**src/rtl/fifo2axi_resp_pkg.sv**
```systemverilog
// Shared definitions for the response-FIFO-to-AXI drain stage.
// - AXI response encodings.
// - Bit positions of the is_write and flag fields inside an id_resp entry,
//   expressed as functions of the AXI id width.
package fifo2axi_resp_pkg;

  localparam logic [1:0] OKAY   = 2'b00;
  localparam logic [1:0] EXOKAY = 2'b01;
  localparam logic [1:0] SLVERR = 2'b10;
  localparam logic [1:0] DECERR = 2'b11;

  // id_resp layout: {is_write, flag, id[ID-1:0]}
  function automatic int unsigned IS_WR_BIT(input int unsigned id_width);
    return id_width + 1;
  endfunction

  function automatic int unsigned FLAG_BIT(input int unsigned id_width);
    return id_width;
  endfunction

endpackage

```
**src/rtl/fifo2axi_resp_dual_sat_counter.sv**
```systemverilog
// Saturating event counter with synchronous clear.
// Ports:
//   aclk, aresetn : clock, synchronous active-low reset
//   inc           : count one event this cycle
//   clr           : clear to zero; wins over inc
//   value         : current count, sticks at all-ones
module sat_counter #(
  parameter int unsigned CNT_WIDTH = 16
) (
  input  logic                 aclk,
  input  logic                 aresetn,
  input  logic                 inc,
  input  logic                 clr,
  output logic [CNT_WIDTH-1:0] value
);

  always_ff @(posedge aclk) begin
    if (!aresetn) begin
      value <= '0;
    end else if (clr) begin
      value <= '0;
    end else if (inc && (value != '1)) begin
      value <= value + 1'b1;
    end
  end

endmodule

```
**src/rtl/fifo2axi_resp_dual.sv**
```systemverilog
// Drains the tagged response FIFOs (rdata, resp, id_resp popped in lockstep)
// onto independent AXI B and R output registers.
// Ports:
//   aclk, aresetn          : clock, synchronous active-low reset
//   *_r_en                 : pop strobes, all equal, combinational
//   axi_rdata/axi_resp/
//   axi_id_resp, *_empty   : FIFO heads and empty flags
//   bid/bresp/bvalid/bready: AXI B channel
//   rid/rdata/rresp/rlast/
//   rvalid/rready          : AXI R channel
//   stat_clr               : synchronous clear of statistics counters
//   b_cnt/r_beat_cnt/
//   drop_cnt               : saturating statistics
module fifo2axi_resp_dual
  import fifo2axi_resp_pkg::*;
#(
  parameter int unsigned AXI_ID_WIDTH = 8,
  parameter int unsigned DATA_WIDTH   = 64,
  parameter int unsigned CNT_WIDTH    = 16
) (
  input  logic                    aclk,
  input  logic                    aresetn,
  output logic                    rdata_r_en,
  input  logic [DATA_WIDTH-1:0]   axi_rdata,
  input  logic                    rdata_fifo_empty,
  output logic                    resp_r_en,
  input  logic [1:0]              axi_resp,
  input  logic                    resp_fifo_empty,
  output logic                    id_resp_r_en,
  input  logic [AXI_ID_WIDTH+1:0] axi_id_resp,
  input  logic                    id_resp_fifo_empty,
  output logic [AXI_ID_WIDTH-1:0] bid,
  output logic [1:0]              bresp,
  output logic                    bvalid,
  input  logic                    bready,
  output logic [AXI_ID_WIDTH-1:0] rid,
  output logic [DATA_WIDTH-1:0]   rdata,
  output logic [1:0]              rresp,
  output logic                    rlast,
  output logic                    rvalid,
  input  logic                    rready,
  input  logic                    stat_clr,
  output logic [CNT_WIDTH-1:0]    b_cnt,
  output logic [CNT_WIDTH-1:0]    r_beat_cnt,
  output logic [CNT_WIDTH-1:0]    drop_cnt
);

  logic                    head_ok;
  logic                    is_write;
  logic                    flag;
  logic [AXI_ID_WIDTH-1:0] head_id;
  logic                    b_free;
  logic                    r_free;
  logic                    pop;
  logic                    b_load;
  logic                    r_load;
  logic                    drop;

  assign head_ok  = ~rdata_fifo_empty & ~resp_fifo_empty & ~id_resp_fifo_empty;
  assign is_write = axi_id_resp[IS_WR_BIT(AXI_ID_WIDTH)];
  assign flag     = axi_id_resp[FLAG_BIT(AXI_ID_WIDTH)];
  assign head_id  = axi_id_resp[AXI_ID_WIDTH-1:0];

  assign b_free = ~bvalid | bready;
  assign r_free = ~rvalid | rready;

  // Strictly in-order: only the head's own channel can stall it. Suppressed
  // writes never touch B, so they drain regardless of B backpressure.
  // Gated by aresetn so no entry is lost while the registers are held in reset.
  assign pop = aresetn & head_ok & (is_write ? (b_free | ~flag) : r_free);

  assign rdata_r_en   = pop;
  assign resp_r_en    = pop;
  assign id_resp_r_en = pop;

  assign b_load = pop & is_write & flag;
  assign drop   = pop & is_write & ~flag;
  assign r_load = pop & ~is_write;

  // B channel register. A load only happens when b_free, so the AXI hold
  // case (valid & ~ready) simply falls through and keeps every field.
  always_ff @(posedge aclk) begin
    if (!aresetn) begin
      bid    <= '0;
      bresp  <= '0;
      bvalid <= 1'b0;
    end else if (b_load) begin
      bid    <= head_id;
      bresp  <= axi_resp;
      bvalid <= 1'b1;
    end else if (bvalid && bready) begin
      bid    <= '0;
      bresp  <= '0;
      bvalid <= 1'b0;
    end
  end

  // R channel register, same rule as B.
  always_ff @(posedge aclk) begin
    if (!aresetn) begin
      rid    <= '0;
      rdata  <= '0;
      rresp  <= '0;
      rlast  <= 1'b0;
      rvalid <= 1'b0;
    end else if (r_load) begin
      rid    <= head_id;
      rdata  <= axi_rdata;
      rresp  <= axi_resp;
      rlast  <= flag;
      rvalid <= 1'b1;
    end else if (rvalid && rready) begin
      rid    <= '0;
      rdata  <= '0;
      rresp  <= '0;
      rlast  <= 1'b0;
      rvalid <= 1'b0;
    end
  end

  sat_counter #(
    .CNT_WIDTH(CNT_WIDTH)
  ) u_b_cnt (
    .aclk   (aclk),
    .aresetn(aresetn),
    .inc    (bvalid & bready),
    .clr    (stat_clr),
    .value  (b_cnt)
  );

  sat_counter #(
    .CNT_WIDTH(CNT_WIDTH)
  ) u_r_beat_cnt (
    .aclk   (aclk),
    .aresetn(aresetn),
    .inc    (rvalid & rready),
    .clr    (stat_clr),
    .value  (r_beat_cnt)
  );

  sat_counter #(
    .CNT_WIDTH(CNT_WIDTH)
  ) u_drop_cnt (
    .aclk   (aclk),
    .aresetn(aresetn),
    .inc    (drop),
    .clr    (stat_clr),
    .value  (drop_cnt)
  );

endmodule

```
**config.mk**
```make
export PLATFORM = sky130hd
export DESIGN_NAME = fifo2axi_resp_dual
export DESIGN_NICKNAME = d
export VERILOG_FILES = /design/src/rtl/fifo2axi_resp_pkg.sv /design/src/rtl/fifo2axi_resp_dual_sat_counter.sv /design/src/rtl/fifo2axi_resp_dual.sv
export SDC_FILE = /design/constraint.sdc
export NUM_CORES = 1
export LEC_CHECK = 0
export ABC_AREA = 1
export BUFFER_PORTS_ARGS = -buffer_cell sky130_fd_sc_hd__buf_2
export CAP_MARGIN = 20
export CORE_MARGIN = 5
export CORE_UTILIZATION = 40
export CTS_BUF_LIST = sky130_fd_sc_hd__clkbuf_8 sky130_fd_sc_hd__clkbuf_16
export CTS_CLUSTER_SIZE = 24
export DETAILED_ROUTE_END_ITERATION = 7
export GPL_TIMING_DRIVEN = 0
export PLACE_DENSITY_LB_ADDON = 0.15
export SLEW_MARGIN = 20
export SYNTH_ARGS = -nofsm -noshare
export SYNTH_HDL_FRONTEND = slang
export SYNTH_SLANG_ARGS = --single-unit
```
**constraint.sdc**
```tcl
create_clock -name aclk -period 2.3 [get_ports aclk]
set_input_delay 0.575 -clock aclk [delete_from_list [all_inputs] [get_ports aclk]]
set_output_delay 0.575 -clock aclk [all_outputs]
set_load 0.1 [all_outputs]
```
==> results_dict.tcl <==
set metrics [dict create \
    fin_ws_ns 0.00630 \
    cts_max_level 4 \
    synth_ff_type "dfxtp_1" \
    seq_area_frac_synth 0.420 \
    crit_chain "inv_4 > nor2_4 > nand2_8 > buf_8 > nor3b_4 > buf_6 > buf_12 > buf_12" \
    vias_per_cell 5.14 \
    gr-usage-all-layers 0.221 \
    ios 222 \
    preCtsSetupSlack_ns -0.438 \
    syn2layout_area_growth_pct 35.2 \
    relSlewSlack 0.608 \
    crit_family "buffers and inverters" \
    drv_slew 0 \
    fp.dieH_um 137 \
    reg2reg_from "u_r_beat_cnt.value[0]" \
    final_common_cell "buf_2" \
    worst_slew_pin_slew_ns 0.588 \
    hold_class "in2reg" \
    ys_async_sr_fraction 0 \
    slowest_stage "dfxtp_4" \
    fill_cells 1558 \
    clock_latency_ns 0.42 \
    synth_cell_types 28 \
    synth.top_cell.area_share 0.420 \
    ys_ff_latch 135 \
    fin_nets 1218 \
    grt_start_max_net_pins 17 \
    p_per_area_nw_per_um2 705 \
    grt_pass1_vias 6498 \
    p_leak_nw 3.55 \
    max_stage_delay_ns 0.37 \
    synth_nets 975 \
    synthCells 888 \
    start_kind "register" \
    synth_edf_count 0 \
    avgSynthCellArea_um2 7.25 \
    core-area_um2 15800 \
    status "completed" \
    drt_iter0_drc 393 \
    layout_common_cells "buf_2 (228), nand2_1 (169), dfxtp_1 (131)" \
    first_pass_iters 5 \
    clock.fmax_ghz 0.436 \
    grt_overflow_total 0 \
    synth.cell_area_um2 6430 \
    clock_path_buffers 2 \
    final_antenna_net_count 0 \
    antenna_found_initial 3 \
    cts.clk_slew.worst_paths_ns 0.06 \
    place_area_um2 7890 \
    synth.top_cells.by_area "dfxtp_1 (42%), nand2_1 (9.9%), a21oi_1 (9.7%)" \
    stdcell_count 1359 \
    worst-path-buf-inv 5 \
    worst-path-max-fanout 10 \
    worst_hold_startpoint "axi_rdata[16]" \
    portBuffers 221 \
    grt_pass1_wl_um 33100 \
    reg2reg_depth 8 \
    final_cell_area_um2 8700 \
    finalCritPeriodShare 0.997 \
    cts_buffers 17 \
    initial_utilization 0.406 \
    drc 0 \
    crit_path_end_kind "primary output" \
    setup_viol 0 \
    dpl.cell_count 1325 \
    cts_tree "built" \
    timing.rr.end "u_r_beat_cnt.value[11]" \
    crit_top_cell "buf_12" \
    wl_per_cell_um 15.5 \
    layout-drive-gt1-share 0.270 \
    hold_viol 0 \
    root_buffer "clkbuf_16" \
    fp-row-count 46 \
    cts_num_sinks 135 \
    worstSetupPathType "reg2out" \
    dieArea_um2 18700 \
    crit_required_ns 1.73 \
    p_total_w 0.00614 \
    die_w_um 137 \
    place_hpwl_um 15500 \
    worstHoldPathCells 3 \
    vias 6984 \
    fin_tns_setup_ns 0 \
    drt-total-wl_um 21100 \
    hold_buffers 0 \
    rsz0062_at_grt "yes" \
    yosys_warnings 0 \
    whs_endpoint "rdata[16]" \
    fin_crit_ns 2.29 \
    antenna_cells 0 \
    drv_cap 0 \
    routabilityCongestion 0.892 \
    r2r_slack_ns 0.50 \
    yosysTopAreaCell "dfxtp_1" \
    peakVddDrop_mv 0.532 \
    arrival_ns 1.72 \
    fin_skew_ns 0.0177 \
]
==> worst max-delay path by stage <==
stage	endpoint	cells past startpoint	slack [ns]	from
finish	rdata_r_en	8	0.006	bvalid
global placement	resp_r_en	9	-0.43	axi_id_resp[9]
CTS	resp_r_en	7	-0.04	bvalid
detailed placement	resp_r_en	9	-0.44	axi_id_resp[9]
global route	rdata_r_en	8	-0.04	bvalid
floorplan	rdata_r_en	7	-0.50	axi_id_resp[8]
==> metal layers <==
metal	global-route usage	wire length (µm)	part of all wire	vias up
li1	-	-	-	3547
met1	0.286	9120	0.43	3176
met2	0.353	9990	0.47	221
met3	0.0673	1590	0.076	34
met4	0.0737	382	0.018	6
met5	0	22	0.0010	-
==> power breakdown <==
part / total (W) / switching, W / internal, W
Combinational: 0.000423 / 0.000312 / 0.000111
Sequential: 0.00237 / 0.0000104 / 0.00236
Clock: 0.00335 / 0.00104 / 0.00231
==> cell type report <==
cell class | instances | area [µm²] | area share
buffer | 66 | 379 | 0.0436
timing repair buffer | 225 | 1180 | 0.135
tap | 216 | 270 | 0.0311
multi-input combinational | 639 | 3260 | 0.375
inverter | 47 | 181 | 0.0209
sequential | 135 | 2710 | 0.312
clock inverter | 12 | 269 | 0.0309
clock buffer | 19 | 453 | 0.0521
==> sequential cells by signal (all words and copies together) (netlist names) <==
register / flops
bid: 8
rvalid: 1
rlast: 1
u_b_cnt.value: 16
rresp: 2
bresp: 2
bvalid: 1
u_drop_cnt.value: 16
u_r_beat_cnt.value: 16
rid: 8
rdata: 64
==> synth_stat cells, types with 11 or more instances <==
cell,number
xnor2_1,12
dfxtp_1,135
nand4_1,100
nor2_1,69
buf_2,11
a21oi_1,125
inv_1,44
o21ai_0,20
nand2_1,170
buf_4,13
nand3_1,108
clkbuf_1,29
==> repair_timing <==
| action | in CTS | in global routing |
|---|---|---|
| resized for setup | 16 | 3 |
| endpoints found under the hold margin | 0 | 0 |
| setup buffers | 3 | 2 |
| setup endpoints to repair | 3 | 3 |
| pin swaps | 2 | 4 |
==> cells by family after synthesis <==
logic type | share of synthesized area
buffers and inverters | 0.0821
DFF | 0.420
xor gates and xnor gates | 0.0286
AOI/OAI and AO/OA | 0.120
adders and majority gates | 0.00583
and+or+nand+nor | 0.343
==> stage by stage <==
stage	utilization	hold slack, ns
final	0.550	0.427
after global routing	0.550	0.424
after CTS	0.548	0.412
after detailed placement	0.498	0.473
after global placement	0.498	0.467
after floorplan	-	0.739
==> worst register-to-register path, delay by kind of cell (launching register included) <==
family                   cells  cell delay [ns]
buffers and inverters        2             0.25
AND/OR/NAND/NOR              3             0.34
AO/OA/AOI/OAI                2             0.41
adder cells (fa/ha/maj)      1             0.27
flip-flops                   1             0.46
Note: power is estimated with default switching activity, not from simulation.
